<file path="config.mk">
export PLATFORM = sky130hd
export DESIGN_NAME = booth_controller
export DESIGN_NICKNAME = d
export VERILOG_FILES = /design/src/rtl/booth_pkg.sv /design/src/rtl/booth_iter_counter.sv /design/src/rtl/booth_controller.sv
export SDC_FILE = /design/constraint.sdc
export NUM_CORES = 1
export LEC_CHECK = 0
export ABC_CLOCK_PERIOD_IN_PS = 2000
export CAP_MARGIN = 30
export CORE_MARGIN = 1.5
export CORE_UTILIZATION = 40
export CTS_BUF_LIST = sky130_fd_sc_hd__clkbuf_4 sky130_fd_sc_hd__clkbuf_8
export DETAILED_ROUTE_END_ITERATION = 10
export GPL_TIMING_DRIVEN = 1
export PLACE_DENSITY_LB_ADDON = 0.08
export REMOVE_ABC_BUFFERS = 1
export SLEW_MARGIN = 40
export SYNTH_ARGS = -nofsm -noshare
export SYNTH_HDL_FRONTEND = slang
export SYNTH_SLANG_ARGS = --single-unit
</file>
<file path="constraint.sdc">
create_clock -name clk -period 2 [get_ports clk]
set_clock_uncertainty 0.15 [all_clocks]
set_input_delay 0.6 -clock clk [delete_from_list [all_inputs] [get_ports clk]]
set_output_delay 0.6 -clock clk [all_outputs]
set_load 0.01 [all_outputs]
</file>
<file path="src/rtl/booth_pkg.sv">
// rtl/booth_pkg.sv - shared types and constants for the Booth multiplier controller
package booth_pkg;

    localparam int BOOTH_WIDTH = 6;

    // {Y0, Y-1} status codes that require an add/subtract before the shift
    localparam logic [1:0] ADD = 2'b01;
    localparam logic [1:0] SUB = 2'b10;

    typedef enum logic [2:0] {
        ST_IDLE,
        ST_LOAD_X,
        ST_LOAD_Y,
        ST_ITER,
        ST_SHIFT,
        ST_OUT_HI,
        ST_OUT_LO
    } booth_state_t;

endpackage

</file>
<file path="src/rtl/booth_iter_counter.sv">
// rtl/booth_iter_counter.sv - loadable iteration down-counter with a count==1 flag
module booth_iter_counter
    import booth_pkg::*;
#(
    parameter int WIDTH = BOOTH_WIDTH
) (
    input  logic clk,
    input  logic rst,
    input  logic load,
    input  logic dec,
    output logic last
);

    localparam int CW = $clog2(WIDTH + 1);

    logic [CW-1:0] r_count;

    always_ff @(posedge clk or negedge rst) begin
        if (!rst) begin
            r_count <= '0;
        end else if (load) begin
            r_count <= CW'(WIDTH);
        end else if (dec && (r_count != '0)) begin
            r_count <= r_count - 1'b1;
        end
    end

    assign last = (r_count == CW'(1));

endmodule

</file>
<file path="src/rtl/booth_controller.sv">
// rtl/booth_controller.sv - radix-2 Booth multiplier control FSM
// BOOTH_OUT_HOLD_EN: adds outAck and holds each output word until it is accepted.
module booth_controller
    import booth_pkg::*;
#(
    parameter int WIDTH = BOOTH_WIDTH
) (
    input  logic       clk,
    input  logic       rst,
    input  logic       start,
    input  logic [1:0] Y0Yminus1,
`ifdef BOOTH_OUT_HOLD_EN
    input  logic       outAck,
`endif
    output logic       ldX,
    output logic       ldY,
    output logic       ldA,
    output logic       initA,
    output logic       initYminusOne,
    output logic       aBarS,
    output logic       shRA,
    output logic       shRY,
    output logic       ldYminusOne,
    output logic       selL,
    output logic       selR,
    output logic       busy,
    output logic       done
);

    booth_state_t r_state;
    logic r_ldx;
    logic r_load_y;
    logic r_iter;
    logic r_shift;
    logic r_sel_l;
    logic r_sel_r;
    logic r_busy;

    logic w_ack;
    logic w_op_add;
    logic w_op_sub;
    logic w_addsub;
    logic w_shift_now;
    logic w_last;

`ifdef BOOTH_OUT_HOLD_EN
    assign w_ack = outAck;
`else
    assign w_ack = 1'b1;
`endif

    // ITER is Mealy on the datapath status: add/sub pairs load A, others shift now
    assign w_op_add    = r_iter && (Y0Yminus1 == ADD);
    assign w_op_sub    = r_iter && (Y0Yminus1 == SUB);
    assign w_addsub    = w_op_add || w_op_sub;
    assign w_shift_now = r_shift || (r_iter && !w_addsub);

    booth_iter_counter #(
        .WIDTH (WIDTH)
    ) u_iter_counter (
        .clk  (clk),
        .rst  (rst),
        .load (r_load_y),
        .dec  (w_shift_now),
        .last (w_last)
    );

    // Moore flags are registered alongside the state so they mirror the state held next cycle
    always_ff @(posedge clk or negedge rst) begin
        if (!rst) begin
            r_state  <= ST_IDLE;
            r_ldx    <= 1'b0;
            r_load_y <= 1'b0;
            r_iter   <= 1'b0;
            r_shift  <= 1'b0;
            r_sel_l  <= 1'b0;
            r_sel_r  <= 1'b0;
            r_busy   <= 1'b0;
        end else begin
            r_ldx    <= 1'b0;
            r_load_y <= 1'b0;
            r_iter   <= 1'b0;
            r_shift  <= 1'b0;
            r_sel_l  <= 1'b0;
            r_sel_r  <= 1'b0;
            case (r_state)
                ST_IDLE: begin
                    if (start) begin
                        r_state <= ST_LOAD_X;
                        r_ldx   <= 1'b1;
                        r_busy  <= 1'b1;
                    end
                end
                ST_LOAD_X: begin
                    r_state  <= ST_LOAD_Y;
                    r_load_y <= 1'b1;
                end
                ST_LOAD_Y: begin
                    r_state <= ST_ITER;
                    r_iter  <= 1'b1;
                end
                ST_ITER: begin
                    if (w_addsub) begin
                        r_state <= ST_SHIFT;
                        r_shift <= 1'b1;
                    end else if (w_last) begin
                        r_state <= ST_OUT_HI;
                        r_sel_l <= 1'b1;
                    end else begin
                        r_iter <= 1'b1;
                    end
                end
                ST_SHIFT: begin
                    if (w_last) begin
                        r_state <= ST_OUT_HI;
                        r_sel_l <= 1'b1;
                    end else begin
                        r_state <= ST_ITER;
                        r_iter  <= 1'b1;
                    end
                end
                ST_OUT_HI: begin
                    if (w_ack) begin
                        r_state <= ST_OUT_LO;
                        r_sel_r <= 1'b1;
                    end else begin
                        r_sel_l <= 1'b1;
                    end
                end
                ST_OUT_LO: begin
                    if (w_ack) begin
                        r_state <= ST_IDLE;
                        r_busy  <= 1'b0;
                    end else begin
                        r_sel_r <= 1'b1;
                    end
                end
                default: begin
                    r_state <= ST_IDLE;
                    r_busy  <= 1'b0;
                end
            endcase
        end
    end

    assign ldX           = r_ldx;
    assign ldY           = r_load_y;
    assign initA         = r_load_y;
    assign initYminusOne = r_load_y;
    assign ldA           = w_addsub;
    assign aBarS         = w_op_sub;
    assign shRA          = w_shift_now;
    assign shRY          = w_shift_now;
    assign ldYminusOne   = w_shift_now;
    assign selL          = r_sel_l;
    assign selR          = r_sel_r;
    assign busy          = r_busy;
    assign done          = r_sel_r && w_ack;

endmodule

</file>
==> impl_metrics.env, run 1 <==
export IMPL_pin_count_of_the_biggest_net_entering_global_routing=14
export IMPL_post_synthesis_instance_area_um2=721
export IMPL_vdd_drop_max_uv=676
export IMPL_fp_row_count=15
export IMPL_leakagePower_nw=0.460
export IMPL_final_critical_path_setup_slack_ns=0.0455
export IMPL_async_reset_ff_share_pct=100
export IMPL_start_util_pct=42.2
export IMPL_clock_root_buffer_master="sky130_fd_sc_hd__clkbuf_4"
export IMPL_worst_path_largest_cell_delay_ns=0.27
export IMPL_max_clock_freq_mhz=512
export IMPL_p_per_area_nw_per_um2=1410
export IMPL_num_antenna_cells=0
export IMPL_cp_start_kind="input pin"
export IMPL_tritoncts="built"
export IMPL_layout_core_utilization_pct=56.1
export IMPL_clock_latency_on_the_worst_skew_pair_ns=0.27
export IMPL_pre_cts_ws_ns=-0.881
export IMPL_first_iter_violations=4
export IMPL_crit_path_max_fanout=3
export IMPL_final_instance_count_excl_fill=119
export IMPL_detail_route_drc_violations=0
export IMPL_flops_latches_synth=13
export IMPL_ys_types=28
export IMPL_proportion_of_layout_cells_with_a_drive_suffix_above_1_pct=23.4
export IMPL_place_inst=113
export IMPL_timing_final_max_slew_violations=0
export IMPL_finalWorstPathRequiredPeriod_ns=1.95
export IMPL_sequential_cell_area_um2=327
export IMPL_core_area_um2=1710
export IMPL_tritoncts_num_sinks=13
export IMPL_synthFlopType="sky130_fd_sc_hd__dfrtp_1"
export IMPL_grt_pass1_wl_um=2250
export IMPL_synthDominantAreaCellType="sky130_fd_sc_hd__dfrtp_1"
export IMPL_timing_critical_path_to_type="output pin"
export IMPL_grt_overflow_total=0
export IMPL_dr_pass1_iters=2
export IMPL_design_area_um2=958
export IMPL_yosysWarningCount=0
export IMPL_first_global_vias=519
export IMPL_synth_edf_count=0
export IMPL_grt_util_met3_pct=2.78
export IMPL_post_dp_hpwl_um=985
export IMPL_worst_pin_slew_ns=0.386
export IMPL_initial_antenna_violation_count=0
export IMPL_hold_buffer_count_at_cts=0
export IMPL_max_clock_buf_depth=2
export IMPL_worstPathBufferInverterCount=2
export IMPL_timing_max_cap_violations=0
export IMPL_detail_route_vias_per_cell=4.67
export IMPL_floorplan_die_area_um2=2070
export IMPL_layout_nets=103
export IMPL_grt_setup_unrepaired="false"
export IMPL_finalWirelength_um=1280
export IMPL_post_dp_cell_area_um2=920
export IMPL_seq_area_frac_synth_pct=45.1
export IMPL_report_final_setup_viol=0
export IMPL_final_hold_worst_slack_ns=0.345
export IMPL_globalRouteMet2Util_pct=20.6
export IMPL_remaining_antenna_violation_count_after_routing=0
export IMPL_worst_endpoint_arrival_ns=1.20
export IMPL_grt_busiest_layer="met1"
export IMPL_multi_input_comb_area_um2=337
export IMPL_synth_cells=72
export IMPL_area_growth_synth_to_final_pct=33.0
export IMPL_outcome="finished clean"
export IMPL_io_pin_count=18
export IMPL_global_route_usage_total_pct=15.4
export IMPL_dieWidth_um=45.4
export IMPL_synth_top_cells_by_area="sky130_fd_sc_hd__dfrtp_1, sky130_fd_sc_hd__buf_4, sky130_fd_sc_hd__ha_1"
export IMPL_fp_dieH_um=45.4
export IMPL_cpLargestDelayFamily="buffers and inverters"
export IMPL_use_met1_pct=22.3
export IMPL_routed_via_count=556
export IMPL_critical_path_required_ns=1.25
export IMPL_worst_setup_path_type="in -> out"
export IMPL_timing_final_crit_share_pct=97.7
export IMPL_worst_path_max_delay_cell="sky130_fd_sc_hd__dlygate4sd2_1"
export IMPL_area_fraction_of_the_dominant_cell_type_after_synthesis_pct=45.1
export IMPL_clk_pin_slew_ns=0.08
export IMPL_drt_wirelength_per_cell_um=10.8
export IMPL_io_buffer_count=17
export IMPL_hold_path_class="reg -> reg"
export IMPL_nFillCells=171
export IMPL_cts_buffers=3
export IMPL_htreeDepth=1
export IMPL_slew_limit_headroom_pct=73.9
export IMPL_place_congestion=0.779
export IMPL_postSynthAreaPerCell_um2=10.0
export IMPL_timing_hold_violations_final=0
export IMPL_crit_path_cell_trace="buf_4 > xnor2_2 > nor2_1 > dlygate4sd2_1"
placed cells by master (no fill, tap or decap), types with 2 or more instances in the layout:
cell	count
sky130_fd_sc_hd__dfrtp_1	12
sky130_fd_sc_hd__buf_4	9
sky130_fd_sc_hd__clkdlybuf4s50_1	9
sky130_fd_sc_hd__inv_1	6
sky130_fd_sc_hd__nor2_1	6
sky130_fd_sc_hd__nor2b_1	5
sky130_fd_sc_hd__a21oi_1	3
sky130_fd_sc_hd__nor3_1	3
sky130_fd_sc_hd__ha_1	3
sky130_fd_sc_hd__clkbuf_4	3
sky130_fd_sc_hd__buf_2	3
sky130_fd_sc_hd__nand2_1	2
sky130_fd_sc_hd__a21o_1	2
sky130_fd_sc_hd__and2_1	2
sky130_fd_sc_hd__o21ai_0	2
sky130_fd_sc_hd__a221oi_1	2
sky130_fd_sc_hd__o21ai_1	2
sky130_fd_sc_hd__dlygate4sd2_1	2
synthesized netlist by cell type, types with 2 or more instances:
master / instances
sky130_fd_sc_hd__nor2b_1: 5
sky130_fd_sc_hd__o21ai_0: 2
sky130_fd_sc_hd__a21oi_1: 3
sky130_fd_sc_hd__ha_1: 3
sky130_fd_sc_hd__a21o_1: 2
sky130_fd_sc_hd__nor2_1: 6
sky130_fd_sc_hd__nand2_1: 2
sky130_fd_sc_hd__a221oi_1: 2
sky130_fd_sc_hd__and2_1: 2
sky130_fd_sc_hd__o21ai_1: 3
sky130_fd_sc_hd__nor3_1: 3
sky130_fd_sc_hd__buf_4: 5
sky130_fd_sc_hd__inv_1: 6
sky130_fd_sc_hd__buf_2: 2
sky130_fd_sc_hd__dfrtp_1: 13
final cells by class:
type | count | area share (%)
clock buffers | 3 | 2.35
clock inverters | 1 | 0.522
inverters | 6 | 2.35
multi-input cells | 46 | 35.1
flip-flops and latches | 13 | 34.1
well taps | 25 | 3.26
repair buffers | 25 | 22.3
layer usage:
| metal | vias to the layer above | part of all wire, % |
|---|---|---|
| li1 | 289 | - |
| met1 | 253 | 48 |
| met2 | 12 | 46 |
| met3 | 2 | 4.7 |
| met4 | 0 | 1.0 |
| met5 | - | 0 |
worst paths after layout:
path / from / to / slack, ns / cells past startpoint
worst max-delay path: Y0Yminus1[1] / ldA / 0.05 / 4
worst min-delay path: busy / busy / 0.35 / 1
worst max register to register: u_iter_counter.r_count[0] / u_iter_counter.r_count[0] / 0.38 / 4
worst min register to register: busy / busy / 0.35 / 1
max in group asynchronous: rst / initA / 1.05 / 2
min in group asynchronous: rst / selL / 0.48 / 2
power breakdown:
part | switching (mW) | internal (mW) | leakage [nW] | total (mW)
logic | 0.331 | 0.384 | 0.284 | 0.715
clock network | 0.0884 | 0.0741 | 0.0177 | 0.162
registers | 0.108 | 0.368 | 0.158 | 0.476
total | 0.527 | 0.826 | 0.460 | 1.35
cell families (layout without fill, tap and decap cells):
logic type,after synthesis,after routing,share of synthesized area [%]
AND/OR/NAND/NOR,22,22,16.5
AO/OA/AOI/OAI,17,17,17.0
flip-flops,13,13,45.1
buffers and inverters,13,35,9.72
adder cells (fa/ha/maj),3,3,5.21
XOR/XNOR,2,2,3.47
multiplexers,2,2,2.95
state kept, by name, indices dropped and copies added (netlist names):
| register | flops |
|---|---|
| busy | 1 |
| done | 1 |
| initA | 1 |
| ldX | 1 |
| r_iter | 1 |
| r_shift | 1 |
| r_state | 3 |
| selL | 1 |
| u_iter_counter.r_count | 3 |
what timing repair did:
| item | CTS | global route |
|---|---|---|
| endpoints found under the setup margin | 9 | 4 |
| resized for setup | 27 | 2 |
| setup buffers | 1 | 1 |
| endpoints found under the hold margin | 0 | 0 |
| pin swaps | 3 | 1 |
stage by stage:
step / TNS (ns) / power [mW]
final: 0 / 1.35
after global routing: 0 / 1.49
after CTS: 0 / 1.37
after detailed placement: -4.82 / 1.21
after global placement: -4.65 / 1.19
after floorplan: -0.0676 / 0.869
Power figures use the tool's default switching activity.
==> run 2: changes to the inputs <==
--- a/config.mk
+++ b/config.mk
@@ -5,16 +5,16 @@
 export SDC_FILE = /design/constraint.sdc
 export NUM_CORES = 1
 export LEC_CHECK = 0
-export ABC_CLOCK_PERIOD_IN_PS = 2000
+export ABC_CLOCK_PERIOD_IN_PS = 2100
 export CAP_MARGIN = 30
 export CORE_MARGIN = 1.5
-export CORE_UTILIZATION = 40
+export CORE_UTILIZATION = 49
 export CTS_BUF_LIST = sky130_fd_sc_hd__clkbuf_4 sky130_fd_sc_hd__clkbuf_8
 export DETAILED_ROUTE_END_ITERATION = 10
 export GPL_TIMING_DRIVEN = 1
 export PLACE_DENSITY_LB_ADDON = 0.08
 export REMOVE_ABC_BUFFERS = 1
-export SLEW_MARGIN = 40
+export SLEW_MARGIN = 20
 export SYNTH_ARGS = -nofsm -noshare
 export SYNTH_HDL_FRONTEND = slang
 export SYNTH_SLANG_ARGS = --single-unit
==> constraint.sdc (replaced) <==
create_clock -name clk -period 2.1 [get_ports clk]
set_clock_uncertainty 0.15 [all_clocks]
set_input_delay 0.63 -clock clk [delete_from_list [all_inputs] [get_ports clk]]
set_output_delay 0.63 -clock clk [all_outputs]
set_load 0.01 [all_outputs]
==> impl_metrics.env, run 2 (synthesis results as in run 1) <==
export IMPL_tritoncts_num_sinks=13
export IMPL_post_dp_cell_area_um2=915
export IMPL_use_met1_pct=23.0
export IMPL_clock_latency_on_the_worst_skew_pair_ns=0.28
export IMPL_totalNegativeSetupSlack_ns=0
export IMPL_fp_row_count=13
export IMPL_post_dp_hpwl_um=1030
export IMPL_grt_busiest_layer="met2"
export IMPL_nFillCells=113
export IMPL_slew_limit_headroom_pct=76.3
export IMPL_internal_power_uw=779
export IMPL_hold_path_cell_count=1
export IMPL_worst_pin_slew_ns=0.351
export IMPL_timing_critical_path_to_type="output pin"
export IMPL_remaining_antenna_violation_count_after_routing=0
export IMPL_globalRouteMet2Util_pct=32.0
export IMPL_timing_max_cap_violations=0
export IMPL_mostFrequentLayoutCell="sky130_fd_sc_hd__dfrtp_1"
export IMPL_sequential_cell_area_um2=327
export IMPL_area_growth_synth_to_final_pct=31.9
export IMPL_cpLargestDelayFamily="buffers and inverters"
export IMPL_biggestRegsByFlops="r_state x3, u_iter_counter.r_count x3"
export IMPL_worstPathBufferInverterCount=2
export IMPL_crit_path_max_fanout=4
export IMPL_grt_pass1_wl_um=2050
export IMPL_dr_pass1_iters=3
export IMPL_critical_path_required_ns=1.32
export IMPL_grt_overflow_total=0
export IMPL_core_area_um2=1330
export IMPL_hold_path_class="reg -> reg"
export IMPL_num_antenna_cells=0
export IMPL_report_final_setup_viol=0
export IMPL_dieWidth_um=41.4
export IMPL_pin_count_of_the_biggest_net_entering_global_routing=14
export IMPL_timing_final_max_slew_violations=0
export IMPL_grt_setup_unrepaired="false"
export IMPL_cts_buffers=3
export IMPL_combPwrFrac_pct=52.2
export IMPL_worst_case_reg_to_reg_path_depth=4
export IMPL_timing_hold_violations_final=0
export IMPL_switching_power_uw=510
export IMPL_worst_endpoint_arrival_ns=1.27
export IMPL_critical_path_depth=4
export IMPL_clk_pin_slew_ns=0.08
export IMPL_global_route_usage_total_pct=18.6
export IMPL_outcome="finished clean"
export IMPL_clock_power_share_pct=11.8
export IMPL_design_area_um2=951
export IMPL_final_hold_worst_slack_ns=0.339
export IMPL_layout_nets=103
export IMPL_place_congestion=0.824
export IMPL_first_global_vias=541
export IMPL_max_clock_freq_mhz=489
export IMPL_worst_path_max_delay_cell="sky130_fd_sc_hd__o21ai_2"
export IMPL_initial_antenna_violation_count=0
export IMPL_detail_route_vias_per_cell=5.32
export IMPL_clock_root_buffer_master="sky130_fd_sc_hd__clkbuf_4"
export IMPL_first_iter_violations=4
export IMPL_detail_route_drc_violations=0
export IMPL_worst_path_largest_cell_delay_ns=0.18
export IMPL_worst_setup_path_type="in -> out"
export IMPL_start_util_pct=54.0
export IMPL_r2r_setup_slack_ns=0.49
export IMPL_vdd_drop_max_uv=721
export IMPL_tritoncts="built"
export IMPL_multi_input_comb_area_um2=348
export IMPL_layout_core_utilization_pct=71.3
export IMPL_finalWirelength_um=1370
export IMPL_p_seq_share_pct=36.0
export IMPL_timing_final_crit_share_pct=97.4
export IMPL_max_clock_buf_depth=2
export IMPL_finalWorstPathRequiredPeriod_ns=2.05
export IMPL_floorplan_die_area_um2=1710
export IMPL_io_buffer_count=17
export IMPL_most_common_layout_cells="sky130_fd_sc_hd__dfrtp_1, sky130_fd_sc_hd__clkdlybuf4s50_1, sky130_fd_sc_hd__buf_4"
export IMPL_crit_path_cell_trace="buf_4 > xor2_2 > o21ai_2 > buf_2"
export IMPL_power_switching_share_pct=39.6
export IMPL_p_per_area_nw_per_um2=1350
export IMPL_fp_dieH_um=41.4
export IMPL_routed_via_count=580
export IMPL_cp_start_kind="input pin"
export IMPL_io_pin_count=18
export IMPL_htreeDepth=1
export IMPL_grt_util_met3_pct=3.19
export IMPL_drt_wirelength_per_cell_um=12.6
export IMPL_proportion_of_layout_cells_with_a_drive_suffix_above_1_pct=25.5
export IMPL_hold_buffer_count_at_cts=0
export IMPL_leakagePower_nw=0.442
run 2: final timing paths:
kind                                           start                        end
min in group asynchronous                        rst                       busy
max in group asynchronous                        rst                      initA
setup reg to reg           u_iter_counter.r_count[0]  u_iter_counter.r_count[0]
setup / recovery                        Y0Yminus1[1]                ldYminusOne
hold reg to reg                                 busy                       busy
hold / removal                                  busy                       busy
run 2: power groups by stage:
stage                     sequential [mW]  combinational (mW)  clock (mW)
after floorplan                     0.472               0.356           0
after global placement              0.461               0.670           0
after detailed placement            0.467               0.684           0
after CTS                           0.464               0.677       0.155
after global routing                0.486               0.759       0.164
final                               0.464               0.672       0.152
run 2: repair_timing:
action | CTS | global route
pin swaps | 1 | 2
endpoints found under the setup margin | 9 | 3
buffers inserted | 1 | 0
resized for setup | 35 | 2
run 2: layout make-up:
cell class              instances  area share, %
clock inverters                 1          0.526
inverters                       6           2.37
repair buffers                 25           21.8
well taps                      15           1.97
flip-flops and latches         13           34.3
clock buffers                   3           2.37
multi-input cells              46           36.6
run 2: worst register-to-register path, cell delays in order (launching register included):
cell	delay, ns
sky130_fd_sc_hd__dfrtp_1	0.37
sky130_fd_sc_hd__inv_1	0.08
sky130_fd_sc_hd__ha_1	0.23
sky130_fd_sc_hd__a221oi_2	0.31
sky130_fd_sc_hd__mux2_1	0.36
run 2: stage by stage:
stage / power (mW) / worst slack [ns] / std cells
2_1_floorplan: 0.828 / 0.0175 / 65
3_3_place_gp: 1.13 / -0.802 / 104
3_5_place_dp: 1.15 / -0.862 / 104
4_1_cts: 1.30 / 0.0193 / 109
5_1_grt: 1.41 / 0.00334 / 109
6_report: 1.29 / 0.0540 / 109
run 2: per-layer routing:
metal | vias to the layer above | share of wire (%)
met3 | 5 | 4.0
met5 | - | 0
li1 | 292 | -
met2 | 12 | 50
met1 | 271 | 44
met4 | 0 | 1.7
==> run 3: changes to the inputs <==
--- a/config.mk
+++ b/config.mk
@@ -7,8 +7,10 @@
 export LEC_CHECK = 0
 export ABC_CLOCK_PERIOD_IN_PS = 2100
 export CAP_MARGIN = 30
+export CELL_PAD_IN_SITES_DETAIL_PLACEMENT = 2
+export CELL_PAD_IN_SITES_GLOBAL_PLACEMENT = 2
 export CORE_MARGIN = 1.5
-export CORE_UTILIZATION = 49
+export CORE_UTILIZATION = 30
 export CTS_BUF_LIST = sky130_fd_sc_hd__clkbuf_4 sky130_fd_sc_hd__clkbuf_8
 export DETAILED_ROUTE_END_ITERATION = 10
 export GPL_TIMING_DRIVEN = 1
==> impl_metrics.env, run 3 (synthesis results as in run 1) <==
export IMPL_internal_power_uw=827
export IMPL_grt_overflow_total=0
export IMPL_timing_critical_path_to_type="output pin"
export IMPL_tritoncts="built"
export IMPL_drt_wirelength_per_cell_um=13.9
export IMPL_design_area_um2=983
export IMPL_power_switching_share_pct=39.8
export IMPL_place_congestion=0.654
export IMPL_grt_busiest_layer="met2"
export IMPL_detail_route_vias_per_cell=4.68
export IMPL_clock_root_buffer_master="sky130_fd_sc_hd__clkbuf_4"
export IMPL_floorplan_die_area_um2=2710
export IMPL_proportion_of_layout_cells_with_a_drive_suffix_above_1_pct=29.3
export IMPL_cts_buffers=3
export IMPL_worstPathBufferInverterCount=2
export IMPL_layout_nets=108
export IMPL_fp_dieH_um=52.0
export IMPL_finalWirelength_um=1770
export IMPL_area_growth_synth_to_final_pct=36.5
export IMPL_worst_path_most_repeated_cell="sky130_fd_sc_hd__buf_2"
export IMPL_use_met1_pct=20.9
export IMPL_clock_latency_on_the_worst_skew_pair_ns=0.28
export IMPL_tritoncts_num_sinks=13
export IMPL_post_dp_hpwl_um=1320
export IMPL_p_seq_share_pct=34.3
export IMPL_worst_endpoint_arrival_ns=1.27
export IMPL_leakagePower_nw=0.463
export IMPL_most_common_layout_cells="sky130_fd_sc_hd__buf_4, sky130_fd_sc_hd__dfrtp_1, sky130_fd_sc_hd__clkdlybuf4s50_1"
export IMPL_first_iter_violations=2
export IMPL_max_clock_freq_mhz=487
export IMPL_multi_input_comb_area_um2=337
export IMPL_clock_power_share_pct=12.5
export IMPL_timing_hold_violations_final=0
export IMPL_io_pin_count=18
export IMPL_globalRouteMet2Util_pct=25.5
export IMPL_hold_path_class="reg -> reg"
export IMPL_place_inst=119
export IMPL_num_antenna_cells=0
export IMPL_worst_path_largest_cell_delay_ns=0.18
export IMPL_remaining_antenna_violation_count_after_routing=0
export IMPL_post_dp_cell_area_um2=946
export IMPL_finalWorstPathRequiredPeriod_ns=2.05
export IMPL_hold_buffer_count_at_cts=0
export IMPL_worst_path_max_delay_cell="sky130_fd_sc_hd__xor2_2"
export IMPL_detail_route_drc_violations=0
export IMPL_biggestRegsByFlops="r_state x3, u_iter_counter.r_count x3"
export IMPL_start_util_pct=32.3
export IMPL_max_clock_buf_depth=2
export IMPL_routed_via_count=594
export IMPL_grt_util_met3_pct=6.90
export IMPL_mostFrequentLayoutCell="sky130_fd_sc_hd__buf_4"
export IMPL_sequential_cell_area_um2=327
export IMPL_final_instance_count_excl_fill=127
export IMPL_cp_start_kind="input pin"
export IMPL_vdd_drop_max_uv=795
export IMPL_outcome="finished clean"
export IMPL_io_buffer_count=17
export IMPL_clk_pin_slew_ns=0.08
export IMPL_first_global_vias=619
export IMPL_timing_max_cap_violations=0
export IMPL_core_area_um2=2230
export IMPL_combPwrFrac_pct=53.3
export IMPL_dieWidth_um=52.0
export IMPL_htreeDepth=1
export IMPL_crit_path_cell_trace="buf_2 > xor2_2 > o21ai_2 > buf_2"
export IMPL_worst_setup_path_type="in -> out"
export IMPL_report_final_setup_viol=0
export IMPL_critical_path_required_ns=1.32
export IMPL_p_per_area_nw_per_um2=1400
export IMPL_slew_limit_headroom_pct=75.8
export IMPL_grt_pass1_wl_um=3130
export IMPL_crit_path_max_fanout=4
export IMPL_fp_row_count=17
export IMPL_timing_final_max_slew_violations=0
export IMPL_switching_power_uw=546
export IMPL_timing_final_crit_share_pct=97.7
export IMPL_worst_pin_slew_ns=0.357
export IMPL_pin_count_of_the_biggest_net_entering_global_routing=14
export IMPL_cpLargestDelayFamily="buffers and inverters"
export IMPL_initial_antenna_violation_count=0
export IMPL_nFillCells=255
export IMPL_dr_pass1_iters=2
export IMPL_global_route_usage_total_pct=16.2
==> run 3: worst paths after layout <==
check | slack (ns) | depth (start not counted) | startpoint | endpoint
max | 0.05 | 4 | Y0Yminus1[0] | shRA
min | 0.34 | 1 | busy | busy
max reg2reg | 0.48 | 4 | u_iter_counter.r_count[0] | u_iter_counter.r_count[0]
min reg2reg | 0.34 | 1 | busy | busy
max in group asynchronous | 1.11 | 2 | rst | initA
min in group asynchronous | 0.51 | 2 | rst | r_shift
==> run 3: timing repair <==
item	CTS	global route
resized for setup	31	0
pin swaps	3	1
setup endpoints to repair	8	6
buffers inserted	2	2
==> run 3: routing by layer <==
metal	up-vias	wire [um]	share of wire, %
met5	-	0	0
met4	0	9	0.51
met3	2	79	4.5
met2	12	857	49
met1	284	818	46
li1	296	-	-
==> run 3: area by class of cell <==
class | instances | area share [%]
Timing Repair Buffer | 30 | 23.7
Tap cell | 28 | 3.56
Sequential cell | 13 | 33.2
Inverter | 6 | 2.29
Multi-Input combinational cell | 46 | 34.2
Clock buffer | 4 | 3.05
==> run 3: metrics by stage <==
step | power, mW | setup TNS (ns) | utilization (%) | hold WS (ns) | worst slack, ns
final | 1.37 | 0 | 44.0 | 0.335 | 0.0486
after detailed placement | 1.20 | -4.79 | 42.4 | 0.324 | -0.848
after global routing | 1.51 | -0.000125 | 44.0 | 0.376 | -0.000125
after global placement | 1.17 | -4.42 | 42.4 | 0.310 | -0.755
after floorplan | 0.828 | 0 | - | 0.184 | 0.0175
after CTS | 1.36 | 0 | 43.4 | 0.344 | 0.0267
==> run 3: power by group through the flow <==
stage | sequential (mW) | combinational (mW) | clock, mW
6_report | 0.470 | 0.732 | 0.171
5_1_grt | 0.494 | 0.828 | 0.189
4_1_cts | 0.474 | 0.710 | 0.177
3_5_place_dp | 0.477 | 0.720 | 0
3_3_place_gp | 0.469 | 0.706 | 0
2_1_floorplan | 0.472 | 0.356 | 0
